<file path="src/rtl/grf_wq_pkg.sv">
// GRF write queue: shared constants and the queued-entry type.
// Used by the ring buffer, the bus interface and the top.
package grf_wq_pkg;

    localparam int AW            = 5;
    localparam int DW            = 32;
    localparam int DEPTH_DEFAULT = 4;
    localparam int PTR_W         = $clog2(DEPTH_DEFAULT);

    typedef struct packed {
        logic          live;
        logic [AW-1:0] addr;
        logic [DW-1:0] data;
    } wq_entry_t;

endpackage

</file>
<file path="src/rtl/grf_write_queue_if.sv">
// GRF write queue bus: pipeline writeback, secondary source,
// GRF port and decode-side status.
interface grf_write_queue_if
    import grf_wq_pkg::*;
#(
    parameter int DEPTH = DEPTH_DEFAULT
);
    localparam int CW = $clog2(DEPTH) + 1;

    logic          w_en;
    logic [AW-1:0] w_addr;
    logic [DW-1:0] w_data;
    logic          s_valid;
    logic          s_ready;
    logic [AW-1:0] s_addr;
    logic [DW-1:0] s_data;
    logic [AW-1:0] grf_a3;
    logic [DW-1:0] grf_wd;
    logic [31:0]   pend_mask;
    logic [CW-1:0] count;

    modport master (
        output w_en, w_addr, w_data,
        output s_valid, s_addr, s_data,
        input  s_ready,
        input  grf_a3, grf_wd,
        input  pend_mask, count
    );

    modport slave (
        input  w_en, w_addr, w_data,
        input  s_valid, s_addr, s_data,
        output s_ready,
        output grf_a3, grf_wd,
        output pend_mask, count
    );

endinterface

</file>
<file path="src/rtl/grf_wq_ring.sv">
// Circular buffer of pending GRF writes with kill-by-address.
// An entry's live bit is cleared on pop, so live implies occupied.
module grf_wq_ring
    import grf_wq_pkg::*;
#(
    parameter int DEPTH = DEPTH_DEFAULT,
    localparam int PW   = $clog2(DEPTH),
    localparam int CW   = PW + 1
) (
    input  logic          clk,
    input  logic          reset,
    input  logic          push,
    input  logic [AW-1:0] push_addr,
    input  logic [DW-1:0] push_data,
    input  logic          pop,
    input  logic          kill,
    input  logic [AW-1:0] kill_addr,
    output wq_entry_t     head,
    output logic          empty,
    output logic          full,
    output logic [CW-1:0] count,
    output logic [31:0]   pend_mask
);

    wq_entry_t     mem [DEPTH];
    logic [PW-1:0] wr_ptr;
    logic [PW-1:0] rd_ptr;
    logic [CW-1:0] cnt_q;

    assign head  = mem[rd_ptr];
    assign empty = (cnt_q == '0);
    assign full  = (cnt_q == CW'(DEPTH));
    assign count = cnt_q;

    // Kill older matches, retire the popped slot, then land the push.
    always_ff @(posedge clk or posedge reset) begin
        if (reset) begin
            for (int i = 0; i < DEPTH; i++) begin
                mem[i] <= '0;
            end
        end else begin
            for (int i = 0; i < DEPTH; i++) begin
                if (kill && mem[i].addr == kill_addr) begin
                    mem[i].live <= 1'b0;
                end
            end
            if (pop) begin
                mem[rd_ptr].live <= 1'b0;
            end
            if (push) begin
                mem[wr_ptr] <= '{live: 1'b1,
                                 addr: push_addr,
                                 data: push_data};
            end
        end
    end

    // Pointer and occupancy bookkeeping.
    always_ff @(posedge clk or posedge reset) begin
        if (reset) begin
            wr_ptr <= '0;
            rd_ptr <= '0;
            cnt_q  <= '0;
        end else begin
            if (push) wr_ptr <= wr_ptr + PW'(1);
            if (pop)  rd_ptr <= rd_ptr + PW'(1);
            unique case ({push, pop})
                2'b10:   cnt_q <= cnt_q + CW'(1);
                2'b01:   cnt_q <= cnt_q - CW'(1);
                default: cnt_q <= cnt_q;
            endcase
        end
    end

    // One-hot per live entry; register 0 never reports pending.
    always_comb begin
        pend_mask = '0;
        for (int i = 0; i < DEPTH; i++) begin
            if (mem[i].live) begin
                pend_mask = pend_mask | (32'(1) << mem[i].addr);
            end
        end
        pend_mask[0] = 1'b0;
    end

endmodule

</file>
<file path="src/rtl/grf_write_queue.sv">
// GRF single write port arbiter: pipeline first, queued results next.
// Optional trace print enabled by defining GRF_WQ_TRACE_EN.
module grf_write_queue
    import grf_wq_pkg::*;
#(
    parameter int DEPTH = DEPTH_DEFAULT
) (
    input  logic             clk,
    input  logic             reset,
    grf_write_queue_if.slave bus
);

    wq_entry_t     head;
    logic          empty;
    logic          full;
    logic          w_issue;
    logic          push;
    logic          pop;
    logic [AW-1:0] a3_q;
    logic [DW-1:0] wd_q;

    assign w_issue = bus.w_en && (bus.w_addr != '0);
    assign pop     = !w_issue && !empty;
    assign push    = bus.s_valid && !full
                   && (bus.s_addr != '0);

    assign bus.s_ready = !full;
    assign bus.grf_a3  = a3_q;
    assign bus.grf_wd  = wd_q;

    grf_wq_ring #(.DEPTH(DEPTH)) u_ring (
        .clk       (clk),
        .reset     (reset),
        .push      (push),
        .push_addr (bus.s_addr),
        .push_data (bus.s_data),
        .pop       (pop),
        .kill      (w_issue),
        .kill_addr (bus.w_addr),
        .head      (head),
        .empty     (empty),
        .full      (full),
        .count     (bus.count),
        .pend_mask (bus.pend_mask)
    );

    // Register the selected write; a killed head pops as idle.
    always_ff @(posedge clk or posedge reset) begin
        if (reset) begin
            a3_q <= '0;
            wd_q <= '0;
        end else if (w_issue) begin
            a3_q <= bus.w_addr;
            wd_q <= bus.w_data;
        end else if (pop && head.live) begin
            a3_q <= head.addr;
            wd_q <= head.data;
        end else begin
            a3_q <= '0;
            wd_q <= '0;
        end
    end

`ifdef GRF_WQ_TRACE_EN
    logic [31:0] cyc_q;

    // Free-running cycle counter for trace lines.
    always_ff @(posedge clk or posedge reset) begin
        if (reset) cyc_q <= '0;
        else       cyc_q <= cyc_q + 32'd1;
    end

    // Print each GRF write as it is presented.
    always @(posedge clk) begin
        if (!reset && a3_q != '0) begin
            $display("@%h: $%d <= %h", cyc_q, a3_q, wd_q);
        end
    end
`endif

endmodule

</file>
<file path="src/flat_wrapper.sv">
// flat-port wrapper written by rule: the top's interface ports become plain ports
module grf_write_queue_flat import grf_wq_pkg::*;
#(
    parameter int DEPTH = DEPTH_DEFAULT
)
  (clk, reset, bus_w_en, bus_w_addr, bus_w_data, bus_s_valid, bus_s_addr, bus_s_data, bus_s_ready, bus_grf_a3, bus_grf_wd, bus_pend_mask, bus_count);
  grf_write_queue_if #(.DEPTH(DEPTH)) bus_i ();
  input  logic clk;
  input  logic reset;
  input wire logic [$bits(bus_i.w_en)-1:0] bus_w_en;
  input wire logic [$bits(bus_i.w_addr)-1:0] bus_w_addr;
  input wire logic [$bits(bus_i.w_data)-1:0] bus_w_data;
  input wire logic [$bits(bus_i.s_valid)-1:0] bus_s_valid;
  input wire logic [$bits(bus_i.s_addr)-1:0] bus_s_addr;
  input wire logic [$bits(bus_i.s_data)-1:0] bus_s_data;
  output wire logic [$bits(bus_i.s_ready)-1:0] bus_s_ready;
  output wire logic [$bits(bus_i.grf_a3)-1:0] bus_grf_a3;
  output wire logic [$bits(bus_i.grf_wd)-1:0] bus_grf_wd;
  output wire logic [$bits(bus_i.pend_mask)-1:0] bus_pend_mask;
  output wire logic [$bits(bus_i.count)-1:0] bus_count;
  assign bus_i.w_en = bus_w_en;
  assign bus_i.w_addr = bus_w_addr;
  assign bus_i.w_data = bus_w_data;
  assign bus_i.s_valid = bus_s_valid;
  assign bus_i.s_addr = bus_s_addr;
  assign bus_i.s_data = bus_s_data;
  assign bus_s_ready = bus_i.s_ready;
  assign bus_grf_a3 = bus_i.grf_a3;
  assign bus_grf_wd = bus_i.grf_wd;
  assign bus_pend_mask = bus_i.pend_mask;
  assign bus_count = bus_i.count;
  grf_write_queue #(.DEPTH(DEPTH)) u_core (.clk(clk), .reset(reset), .bus(bus_i));
endmodule
</file>
<file path="config.mk">
export PLATFORM = sky130hd
export DESIGN_NAME = grf_write_queue_flat
export DESIGN_NICKNAME = d
export VERILOG_FILES = /design/src/rtl/grf_wq_pkg.sv /design/src/rtl/grf_write_queue_if.sv /design/src/rtl/grf_wq_ring.sv /design/src/rtl/grf_write_queue.sv /design/src/flat_wrapper.sv
export SDC_FILE = /design/constraint.sdc
export NUM_CORES = 1
export LEC_CHECK = 0
export CAP_MARGIN = 20
export CORE_ASPECT_RATIO = 1.1
export CORE_MARGIN = 8
export CORE_UTILIZATION = 55
export DETAILED_ROUTE_END_ITERATION = 7
export GPL_ROUTABILITY_DRIVEN = 0
export MAX_ROUTING_LAYER = met4
export PLACE_DENSITY = 0.8
export SYNTH_ARGS = -nofsm -noshare
export SYNTH_HDL_FRONTEND = slang
export SYNTH_SLANG_ARGS = --single-unit
</file>
<file path="constraint.sdc">
create_clock -name clk -period 14.4 [get_ports clk]
set_input_delay 2.88 -clock clk [delete_from_list [all_inputs] [get_ports clk]]
set_output_delay 2.88 -clock clk [all_outputs]
set_load 0.005 [all_outputs]
</file>
==> results of run 1 <==
[final timing paths]
| path | startpoint | end | slack (ps) | cells past startpoint |
|---|---|---|---|---|
| max | u_core.u_ring.mem[151] | bus_pend_mask[2] | 8760 | 5 |
| min | u_core.u_ring.mem[56] | u_core.u_ring.mem[56] | 490 | 1 |
| max reg2reg | u_core.u_ring.count[1] | u_core.u_ring.count[2] | 11880 | 9 |
| min reg2reg | u_core.u_ring.mem[56] | u_core.u_ring.mem[56] | 490 | 1 |
| max in group asynchronous | reset | u_core.u_ring.mem[64] | 9990 | 3 |
| min in group asynchronous | reset | u_core.bus.grf_wd[26] | 2980 | 2 |
[synthesized netlist by cell type, types with 2 or more instances]
master                     number  area [µm²]
sky130_fd_sc_hd__xnor2_1       14         123
sky130_fd_sc_hd__or4_1          2        15.0
sky130_fd_sc_hd__o221ai_1      13         114
sky130_fd_sc_hd__nand2_4        4        45.0
sky130_fd_sc_hd__mux2_1         4        45.0
sky130_fd_sc_hd__nand3b_1      12        90.1
sky130_fd_sc_hd__inv_1         57         214
sky130_fd_sc_hd__and3b_1        3        26.3
sky130_fd_sc_hd__clkbuf_1      30         113
sky130_fd_sc_hd__nor2_1        14        52.6
sky130_fd_sc_hd__buf_2          8        40.0
sky130_fd_sc_hd__mux4_2        38         856
sky130_fd_sc_hd__o21ai_1        3        15.0
sky130_fd_sc_hd__a221o_1       15         150
sky130_fd_sc_hd__nor3_1         7        35.0
sky130_fd_sc_hd__a211o_1        2        17.5
sky130_fd_sc_hd__nor3b_1        6        45.0
sky130_fd_sc_hd__o31ai_1        3        22.5
sky130_fd_sc_hd__mux2_2        88         991
sky130_fd_sc_hd__a21oi_1        3        15.0
sky130_fd_sc_hd__nand3_1       10        50.1
sky130_fd_sc_hd__dfrtp_1      196        4900
sky130_fd_sc_hd__xor2_1        11        96.3
sky130_fd_sc_hd__buf_4          4        30.0
sky130_fd_sc_hd__mux2_4        57         856
sky130_fd_sc_hd__and3_1         7        43.8
sky130_fd_sc_hd__ha_1           9         113
sky130_fd_sc_hd__o22ai_1       15        93.8
sky130_fd_sc_hd__o21ai_0       37         185
sky130_fd_sc_hd__or3b_2         6        52.6
sky130_fd_sc_hd__buf_6          4        45.0
sky130_fd_sc_hd__or3_1          4        25.0
sky130_fd_sc_hd__a32oi_1        2        17.5
sky130_fd_sc_hd__nor4_1         3        18.8
sky130_fd_sc_hd__buf_12         9         180
sky130_fd_sc_hd__a22oi_1        9        67.6
sky130_fd_sc_hd__nand2_1       49         184
[per-stage QoR]
| step | power, mW | instance area (µm²) | setup WS [ps] |
|---|---|---|---|
| finish | 2.74 | 12100 | 8760 |
| global route | 2.92 | 12100 | 8700 |
| CTS | 2.75 | 12100 | 8850 |
| detailed placement | 2.26 | 11500 | 8730 |
| global placement | 2.23 | 11500 | 8820 |
| floorplan | 1.89 | 10100 | 6180 |
[worst reg2reg max path, delay by kind of cell, from the launching register on]
family | cells | cell delay (ps)
flops | 1 | 430
compound gates | 1 | 340
xor+xnor | 2 | 320
simple gates | 2 | 630
buf+inv | 2 | 190
fa+ha+maj | 2 | 550
[sequential cells by signal (all words and copies together) (netlist names)]
name	cells
u_core.bus.grf_wd	32
u_core.bus.grf_a3	5
u_core.u_ring.count	3
u_core.u_ring.mem	152
u_core.u_ring.rd_ptr	2
u_core.u_ring.wr_ptr	2
[cell usage in the layout, fill, tap and decap left out, types with 6 or more instances in the layout]
| cell type | count |
|---|---|
| sky130_fd_sc_hd__clkdlybuf4s50_1 | 149 |
| sky130_fd_sc_hd__nor3b_1 | 6 |
| sky130_fd_sc_hd__nand2_1 | 49 |
| sky130_fd_sc_hd__clkbuf_16 | 17 |
| sky130_fd_sc_hd__mux4_2 | 38 |
| sky130_fd_sc_hd__o22ai_1 | 15 |
| sky130_fd_sc_hd__xor2_1 | 11 |
| sky130_fd_sc_hd__or3b_2 | 6 |
| sky130_fd_sc_hd__o21ai_0 | 37 |
| sky130_fd_sc_hd__mux2_2 | 88 |
| sky130_fd_sc_hd__nand3_1 | 10 |
| sky130_fd_sc_hd__nor2_1 | 14 |
| sky130_fd_sc_hd__nand3b_1 | 12 |
| sky130_fd_sc_hd__inv_1 | 56 |
| sky130_fd_sc_hd__and3_1 | 7 |
| sky130_fd_sc_hd__a22oi_1 | 9 |
| sky130_fd_sc_hd__ha_1 | 9 |
| sky130_fd_sc_hd__a221o_1 | 15 |
| sky130_fd_sc_hd__xnor2_1 | 14 |
| sky130_fd_sc_hd__dfrtp_1 | 194 |
| sky130_fd_sc_hd__o221ai_1 | 13 |
| sky130_fd_sc_hd__mux2_4 | 57 |
| sky130_fd_sc_hd__inv_6 | 6 |
| sky130_fd_sc_hd__nor3_1 | 7 |
[cell families after synthesis]
group	synth area share, %
AOI/OAI and AO/OA	7.55
xor gates and xnor gates	2.16
adders and majority gates	1.31
buffers and inverters	6.18
DFF	48.5
muxes	27.1
other	0.0370
and+or+nand+nor	7.16
[power by group through the flow]
stage / Sequential [mW] / Combinational, mW / Clock, mW
floorplan: 0.943 / 0.944 / 0
global placement: 1.04 / 1.19 / 0
detailed placement: 1.05 / 1.21 / 0
CTS: 1.05 / 1.22 / 0.484
global route: 1.09 / 1.31 / 0.509
finish: 1.06 / 1.21 / 0.478
[metal layers]
layer / global-route usage (%) / part of all wire (%) / up-vias
met1: 27.2 / 43 / 3364
met5: - / 0 / -
li1: - / - / 3026
met3: 4.49 / 5.4 / 51
met4: 8.93 / 2.4 / 0
met2: 35.7 / 49 / 269
[cell type report]
type                            count  area [µm²]  share of cell area, %
Clock buffer                       18         439                   3.62
Clock inverter                     14         160                   1.32
Inverter                           57         221                   1.82
Multi-Input combinational cell    462        4590                   37.8
Sequential cell                   196        4910                   40.4
Tap cell                          243         304                   2.50
Timing Repair Buffer              152        1510                   12.5
==> results by group, run 1 <==
Power
  – Combinational share of power: 44.1%
  – Psw: 0.949 mW
  – Internal power of the cells: 1.79 mW
  – Peak supply drop: 110 µV
  – Proportion of power drawn by the clock network: 17.4%
  – Sequential power share: 38.5%
  – Leakage Power: 5.34 nW
  – Total power per unit cell area: 226 mW/mm²
  – Switch share: 34.6%

Worst setup path
  – Critical path fanouts, max: 7
  – Crit. End Element: output port
  – Required time reported for the critical path endpoint: 11520 ps
  – Biggest cell delay along the critical path: 920 ps
  – Total buffers and inverters traversed by the critical path: 2
  – Ordered list of cells on the worst path: inv_1 -> nor3_1 -> a22oi_1 -> o221ai_1 -> clkdlybuf4s50_1
  – Arrival time worst endpoint: 2760 ps
  – Family with the most delay on the worst path: simple AND/OR/NAND/NOR gates
  – Kind of launch point of the worst setup path: register
  – Slowest cell on crit path: sky130_fd_sc_hd__nor3_1
  – Category of the critical setup timing path: register to output port

Timing
  – Final min period: 5640 ps
  – Relative slew slack: 21.8%
  – Number of hold-slack violations in the final timing report: 0
  – Final Setup Violations: 0
  – Setup repair after global routing missed its margin: false
  – Sum of negative setup slack: 0 ps
  – Final critical-path share of the clock period: 39.2%
  – Worst hold slack: 493 ps
  – Largest clock skew in the final design: 11.3 ps
  – Final Max Tran Viols: 0
  – Transition at the pin with the smallest max-transition slack: 1170 ps
  – Highest clock rate: 177 MHz

Clocking
  – Clock-pin transition on the worst setup and hold timing paths: 80 ps
  – Clock tree from TritonCTS: yes
  – Root Buffer Master: sky130_fd_sc_hd__clkbuf_16
  – Hold buffer count at cts: 0
  – Skew-Pair Late Insertion Delay: 440 ps
  – Total setup buffers inserted after CTS: 0
  – Number of clock sinks: 196
  – Total CTS buffers: 17
  – Count of cells resized by post-cts repair: 0
  – Maximum clock path buffer count: 2
  – H-tree lvl count: 4

Synth
  – Seq/Total Area, Yosys: 48.5%
  – Library cells used by synthesis: 50
  – Yosys synthesis warning count: 0
  – Synthesized area divided by synthesized cell count: 13.1 µm²
  – Flip-flop and latch count after synthesis: 196
  – Netlist Area Pre-Place: 0.0101 mm²
  – Number of enable-type register cells in the synthesized netlist: 0
  – Post-Syn Nets: 859
  – Post-synth top flop: sky130_fd_sc_hd__dfrtp_1
  – Share of flip-flops with an asynchronous set or reset after synthesis: 100%
  – Syn Inst Count: 771

Detailed routing
  – Post-DRT Antenna Nets: 0
  – Violation count after the first detailed-route iteration: 469
  – Average via count per standard cell: 5.88
  – Residual DRC: 0
  – First-pass detailed-route iteration total: 5
  – Wire length per cell after detailed routing: 20.8 µm
  – Vias after detailed routing: 6710
  – Wire length after detailed routing: 23.8 mm

Final layout
  – Number of diodes: 0
  – Filler Cells Inserted: 1355
  – Core utilization of the finished layout: 66.6%
  – Synthesis-to-layout area growth: 19.9%
  – Final net count: 974
  – Final cell count without fillers: 1142
  – Layout cell share with drive strength beyond 1: 26.3%

Die
  – Die span in y: 158 µm
  – Initial Utilization: 55.6%
  – Row Count: 52
  – Boundary pin count: 151
  – Die Footprint: 0.0230 mm²
  – Core area: 0.0182 mm²
  – Die width: 145 µm

Global routing
  – Maximum number of pins on one net before global-route repair: 130
  – First-pass GRT wire length: 39.3 mm
  – Via count of the first global-routing pass: 7303
  – Initial antenna violation count: 0
  – Global-route usage over all layers: 22.1%
  – Grt total ovfl: 0

Placed design
  – Detailed Place HPWL: 14.9 mm
  – Input/output buffers: 149
  – Placed cells: 1110

Run
  – Reported max-cap violation count: 0

Run status
  – Status: finished clean

Hold path
  – Hold crit path type: register to register
No activity file was read; power rests on OpenSTA's default activity.
==> inputs of run 2 (changes only) <==
--- a/config.mk
+++ b/config.mk
@@ -8,11 +8,11 @@
 export CAP_MARGIN = 20
 export CORE_ASPECT_RATIO = 1.1
 export CORE_MARGIN = 8
-export CORE_UTILIZATION = 55
+export CORE_UTILIZATION = 50
 export DETAILED_ROUTE_END_ITERATION = 7
 export GPL_ROUTABILITY_DRIVEN = 0
 export MAX_ROUTING_LAYER = met4
-export PLACE_DENSITY = 0.8
+export PLACE_DENSITY = 0.77
 export SYNTH_ARGS = -nofsm -noshare
 export SYNTH_HDL_FRONTEND = slang
 export SYNTH_SLANG_ARGS = --single-unit
==> constraint.sdc (replaced) <==
create_clock -name clk -period 4.8 [get_ports clk]
set_input_delay 0.96 -clock clk [delete_from_list [all_inputs] [get_ports clk]]
set_output_delay 0.96 -clock clk [all_outputs]
set_load 0.005 [all_outputs]
==> run 2 against run 1 <==
Net effect:
- core utilization down 5.4 points
- sequential share of layout area decreased by 0.10 points
- critical path type unchanged
- power rose to 3.0 times the previous value
- clock power rose to 2.9 times the previous value
- via count shrank 0.12%
- non-clock buffer count up 3
- wire length grew 1.9%
- setup slack worse by 7700 ps
==> results by group, run 2 (synthesis results as in run 1) <==
Run status
  – Status: finished clean

Global routing
  – First-pass GRT wire length: 39.4 mm
  – Global-route usage over all layers: 20.7%
  – Grt total ovfl: 0
  – Via count of the first global-routing pass: 7239
  – Initial antenna violation count: 3
  – Maximum number of pins on one net before global-route repair: 111

Timing
  – Number of hold-slack violations in the final timing report: 0
  – Sum of negative setup slack: 0 ps
  – Highest clock rate: 265 MHz
  – Final Max Tran Viols: 0
  – Largest clock skew in the final design: 14.2 ps
  – Final Setup Violations: 0
  – Final min period: 3770 ps
  – Relative slew slack: 15.5%
  – Setup repair after global routing missed its margin: false
  – Least setup slack across all paths after layout: 1030 ps
  – Transition at the pin with the smallest max-transition slack: 1260 ps
  – Final critical-path share of the clock period: 78.5%

Final layout
  – Core utilization of the finished layout: 61.3%
  – Synthesis-to-layout area growth: 20.2%
  – Filler Cells Inserted: 1590
  – Number of flip-flops in the largest register: 152
  – Final net count: 977
  – Layout cell share with drive strength beyond 1: 26.2%
  – Commonest cells after routing, fill and taps aside: sky130_fd_sc_hd__dfrtp_1, sky130_fd_sc_hd__clkdlybuf4s50_1, sky130_fd_sc_hd__mux2_2, sky130_fd_sc_hd__mux2_4, sky130_fd_sc_hd__inv_1
  – Most common library cell in the layout ignoring fill and taps: sky130_fd_sc_hd__dfrtp_1
  – Most flop-heavy register: u_core.u_ring.mem

Worst setup path
  – Category of the critical setup timing path: register to output port
  – Required time reported for the critical path endpoint: 3840 ps
  – Critical path fanouts, max: 7
  – Crit. End Element: output port
  – Arrival time worst endpoint: 2810 ps
  – Kind of launch point of the worst setup path: register

Detailed routing
  – Residual DRC: 0
  – First-pass detailed-route iteration total: 5
  – Average via count per standard cell: 5.79
  – Post-DRT Antenna Nets: 0
  – Wire length per cell after detailed routing: 20.9 µm
  – Vias after detailed routing: 6702
  – Violation count after the first detailed-route iteration: 492
  – Wire length after detailed routing: 24.2 mm

Die
  – Die Footprint: 0.0251 mm²
  – Die span in y: 165 µm
  – Core area: 0.0199 mm²
  – Initial Utilization: 51.0%
  – Row Count: 54
  – Boundary pin count: 151
  – Die width: 152 µm

Hold path
  – Hold crit path type: register to register

Clocking
  – H-tree lvl count: 4
  – Total setup buffers inserted after CTS: 0
  – Root Buffer Master: sky130_fd_sc_hd__clkbuf_16
  – Clock tree from TritonCTS: yes
  – Hold buffer count at cts: 0
  – Count of cells resized by post-cts repair: 0
  – Number of clock sinks: 196
  – Clock-pin transition on the worst setup and hold timing paths: 70 ps
  – Maximum clock path buffer count: 2
  – Total CTS buffers: 17
  – Skew-Pair Late Insertion Delay: 430 ps

Placed design
  – Worst Setup Slack post-DPL: 1030 ps
  – Detailed Place HPWL: 15.4 mm
  – Input/output buffers: 149

Power
  – Total power per unit cell area: 675 mW/mm²
  – Peak supply drop: 316 µV
  – Leakage Power: 5.34 nW

Run
  – Reported max-cap violation count: 0
run 2: cell types whose count changed in the layout (fill, tap and decap cells not counted), sizes merged:
cell and change:
clkbuf +6, clkinvlp +2, buf +3, diode +3, clkinv -3, inv -5
run 2: through the flow:
stage	std cells	hold slack [ps]	instance area, µm²	total power, mW
after CTS	1153	499	12200	8.27
after detailed placement	1121	483	11600	6.81
after floorplan	771	459	10100	5.66
after global placement	1121	470	11600	6.72
final	1157	498	12200	8.22
after global routing	1157	515	12200	8.74
run 2: layout make-up:
class / count / area [µm²] / share of cell area [%]
flip-flops and latches: 196 / 4910 / 40.3
multi-input cells: 462 / 4590 / 37.7
repair buffers: 155 / 1550 / 12.7
clock buffers: 24 / 492 / 4.04
well taps: 252 / 315 / 2.59
inverters: 57 / 218 / 1.79
clock inverters: 8 / 91.3 / 0.750
diodes: 3 / 7.51 / 0.0617
run 2: power by group:
group | switching (mW) | total, mW | leakage (nW) | internal [mW]
Sequential | 0.655 | 3.13 | 2.35 | 2.47
Clock | 0.623 | 1.40 | 0.280 | 0.781
Combinational | 1.53 | 3.69 | 2.71 | 2.16
run 2: layer usage:
layer	global-route usage, %	up-vias	part of all wire [%]
met5	-	-	0
met4	6.82	0	1.6
met2	32.1	261	48
met1	26.3	3384	42
li1	-	3016	-
met3	5.18	41	7.7
run 2: worst paths after layout:
path	from	to	slack, ps	depth (start not counted)
worst max-delay path	u_core.u_ring.mem[111]	bus_pend_mask[4]	1030	4
worst min-delay path	u_core.u_ring.mem[53]	u_core.u_ring.mem[53]	500	1
worst max register to register	u_core.u_ring.count[1]	u_core.u_ring.count[2]	2270	9
worst min register to register	u_core.u_ring.mem[53]	u_core.u_ring.mem[53]	500	1
max in group asynchronous	reset	u_core.bus.grf_a3[4]	3090	3
min in group asynchronous	reset	u_core.u_ring.mem[43]	800	2
run 2: worst max-delay path: stages (launching register included):
cell                              delay [ps]
sky130_fd_sc_hd__dfrtp_1                 460
sky130_fd_sc_hd__nor3_1                 1030
sky130_fd_sc_hd__nand3_1                 170
sky130_fd_sc_hd__o211ai_1                170
sky130_fd_sc_hd__clkdlybuf4s50_1         540
==> inputs of run 3 (changes only) <==
--- a/config.mk
+++ b/config.mk
@@ -8,11 +8,11 @@
 export CAP_MARGIN = 20
 export CORE_ASPECT_RATIO = 1.1
 export CORE_MARGIN = 8
-export CORE_UTILIZATION = 50
+export CORE_UTILIZATION = 55
 export DETAILED_ROUTE_END_ITERATION = 7
 export GPL_ROUTABILITY_DRIVEN = 0
 export MAX_ROUTING_LAYER = met4
-export PLACE_DENSITY = 0.77
+export PLACE_DENSITY = 0.8
 export SYNTH_ARGS = -nofsm -noshare
 export SYNTH_HDL_FRONTEND = slang
 export SYNTH_SLANG_ARGS = --single-unit
==> constraint.sdc (replaced) <==
create_clock -name clk -period 3.8 [get_ports clk]
set_input_delay 0.76 -clock clk [delete_from_list [all_inputs] [get_ports clk]]
set_output_delay 0.76 -clock clk [all_outputs]
set_load 0.005 [all_outputs]
==> run 3 against run 2 <==
Net effect:
- cell area is 1.7% higher
- critical path depth stayed put
- clock power is 41% higher
- hold slack worse by 4.3 ps
- critical endpoint is now bus_pend_mask[18]
- highest routed layer unchanged
==> results by group, run 3 (synthesis results as in run 1) <==
Clocking
  – Clock tree from TritonCTS: yes
  – Total setup buffers inserted after CTS: 0
  – H-tree lvl count: 4
  – Root Buffer Master: sky130_fd_sc_hd__clkbuf_16
  – Skew-Pair Late Insertion Delay: 430 ps
  – Maximum clock path buffer count: 2
  – Total CTS buffers: 17
  – Hold buffer count at cts: 0
  – Count of cells resized by post-cts repair: 0
  – Number of clock sinks: 196
  – Clock-pin transition on the worst setup and hold timing paths: 70 ps

Die
  – Core area: 0.0182 mm²
  – Row Count: 52
  – Die width: 145 µm
  – Boundary pin count: 151
  – Initial Utilization: 55.6%
  – Die span in y: 158 µm
  – Die Footprint: 0.0230 mm²

Worst setup path
  – Kind of launch point of the worst setup path: register
  – Slowest cell on crit path: sky130_fd_sc_hd__dfrtp_1
  – Biggest cell delay along the critical path: 730 ps
  – Critical path fanouts, max: 15
  – Required time reported for the critical path endpoint: 3040 ps
  – Family with the most delay on the worst path: flip-flops
  – Crit. End Element: output port
  – Setup slack of the most critical reg-to-reg path: 1330 ps
  – FF-to-FF End: u_core.u_ring.count[2]
  – Ordered list of cells on the worst path: nor3b_1 -> inv_1 -> o221ai_1 -> clkdlybuf4s50_1
  – Cells on worst reg2reg path: 9
  – Total buffers and inverters traversed by the critical path: 2
  – Category of the critical setup timing path: register to output port
  – Arrival time worst endpoint: 2580 ps
  – FF-to-FF Start: u_core.u_ring.count[1]

Final layout
  – Commonest cells after routing, fill and taps aside: sky130_fd_sc_hd__dfrtp_1, sky130_fd_sc_hd__clkdlybuf4s50_1, sky130_fd_sc_hd__mux2_2, sky130_fd_sc_hd__mux2_4, sky130_fd_sc_hd__inv_1
  – Filler Cells Inserted: 1318
  – Final cell count without fillers: 1158
  – Most common library cell in the layout ignoring fill and taps: sky130_fd_sc_hd__dfrtp_1
  – Synthesis-to-layout area growth: 22.3%
  – Most flop-heavy register: u_core.u_ring.mem
  – Final design instance area without fill: 0.0124 mm²
  – Layout cell share with drive strength beyond 1: 27.3%
  – Number of flip-flops in the largest register: 152
  – Final net count: 988

Global routing
  – Grt total ovfl: 0
  – Via count of the first global-routing pass: 7370
  – Initial antenna violation count: 2
  – Global-route usage over all layers: 22.3%
  – Maximum number of pins on one net before global-route repair: 114
  – First-pass GRT wire length: 39.6 mm

Power
  – Leakage Power: 5.46 nW
  – Switch share: 33.7%
  – Post-route total power: 10.6 mW
  – Internal power of the cells: 7.05 mW
  – Proportion of power drawn by the clock network: 18.6%
  – Total power per unit cell area: 860 mW/mm²
  – Peak supply drop: 428 µV
  – Psw: 3.59 mW
  – Combinational share of power: 43.9%
  – Sequential power share: 37.5%

Placed design
  – Worst Setup Slack post-DPL: 358 ps
  – Detailed Place HPWL: 15.8 mm
  – Input/output buffers: 149
  – Cell area after placement: 0.0117 mm²
  – Placed cells: 1124

Detailed routing
  – Wire length per cell after detailed routing: 20.8 µm
  – Post-DRT Antenna Nets: 0
  – First-pass detailed-route iteration total: 7
  – Wire length after detailed routing: 24.1 mm
  – Residual DRC: 0
  – Vias after detailed routing: 6822
  – Average via count per standard cell: 5.89
  – Violation count after the first detailed-route iteration: 501

Run status
  – Status: finished clean

Timing
  – Final critical-path share of the clock period: 87.9%
  – Largest clock skew in the final design: 8.63 ps
  – Transition at the pin with the smallest max-transition slack: 877 ps
  – Relative slew slack: 41.6%
  – Number of hold-slack violations in the final timing report: 0
  – Final Max Tran Viols: 0
  – Setup repair after global routing missed its margin: false
  – Highest clock rate: 299 MHz
  – Sum of negative setup slack: 0 ps
  – Final min period: 3340 ps
  – Final Setup Violations: 0
  – Least setup slack across all paths after layout: 459 ps

Hold path
  – Hold Crit Depth: 1
  – Hold worst-path end: u_core.u_ring.mem[53]
  – Source of the worst hold timing path: u_core.u_ring.mem[53]
  – Hold crit path type: register to register

Run
  – Reported max-cap violation count: 0
run 3: changes by cell type in the layout (fill, tap and decap cells not counted), sizes merged:
cell / previous run / this run
buf: 6 / 17
bufinv: 1 / 4
clkbuf: 24 / 19
clkinvlp: 3 / 1
diode: 3 / 2
inv: 59 / 63
run 3: stage by stage:
stage / utilization (%) / hold WS (ps)
floorplan: - / 459
global placement: 64.3 / 468
detailed placement: 64.3 / 481
CTS: 67.9 / 497
global route: 67.9 / 511
finish: 67.9 / 493
run 3: final cells by class:
| type | count | area (µm²) | share of cell area (%) |
|---|---|---|---|
| well taps | 243 | 304 | 2.46 |
| inverters | 57 | 218 | 1.76 |
| multi-input cells | 462 | 4590 | 37.1 |
| flip-flops and latches | 196 | 4910 | 39.7 |
| clock buffers | 19 | 443 | 3.58 |
| clock inverters | 13 | 210 | 1.70 |
| diodes | 2 | 5.00 | 0.0404 |
| repair buffers | 166 | 1690 | 13.7 |
run 3: how the worst max path moves through the flow:
stage | to | startpoint | slack, ps | cells after the start
after floorplan | u_core.bus.grf_a3[0] | reset | 510 | 1
after global placement | u_core.u_ring.count[2] | bus_s_addr[2] | 420 | 10
after detailed placement | u_core.u_ring.count[2] | bus_s_addr[2] | 360 | 10
after CTS | bus_pend_mask[18] | u_core.u_ring.mem[109] | 490 | 4
after global routing | bus_pend_mask[16] | u_core.u_ring.mem[111] | 390 | 5
final | bus_pend_mask[18] | u_core.u_ring.mem[109] | 460 | 4
run 3: power by group through the flow:
stage | registers (mW) | logic [mW] | clock network (mW)
4_1_cts | 3.96 | 4.72 | 2.02
3_5_place_dp | 3.98 | 4.68 | 0
6_report | 4.00 | 4.67 | 1.98
3_3_place_gp | 3.94 | 4.57 | 0
5_1_grt | 4.12 | 5.07 | 2.09
2_1_floorplan | 3.58 | 3.58 | 0
run 3: layer usage:
metal | up-vias | wire length [µm] | global-route usage, %
met3 | 42 | 1440 | 4.60
met4 | 0 | 520 | 9.23
met1 | 3459 | 10200 | 27.3
met5 | - | 0 | -
met2 | 266 | 12000 | 35.9
li1 | 3055 | - | -
run 3: worst register-to-register path: stages, from the launching register on:
cell and delay (ps):
sky130_fd_sc_hd__dfrtp_1 420, sky130_fd_sc_hd__or3b_2 500, sky130_fd_sc_hd__o211a_1 330, sky130_fd_sc_hd__inv_1 120, sky130_fd_sc_hd__ha_1 190, sky130_fd_sc_hd__inv_1 60, sky130_fd_sc_hd__fa_1 380, sky130_fd_sc_hd__xor2_1 150
sky130_fd_sc_hd__nor2_1 100, sky130_fd_sc_hd__xor2_1 140
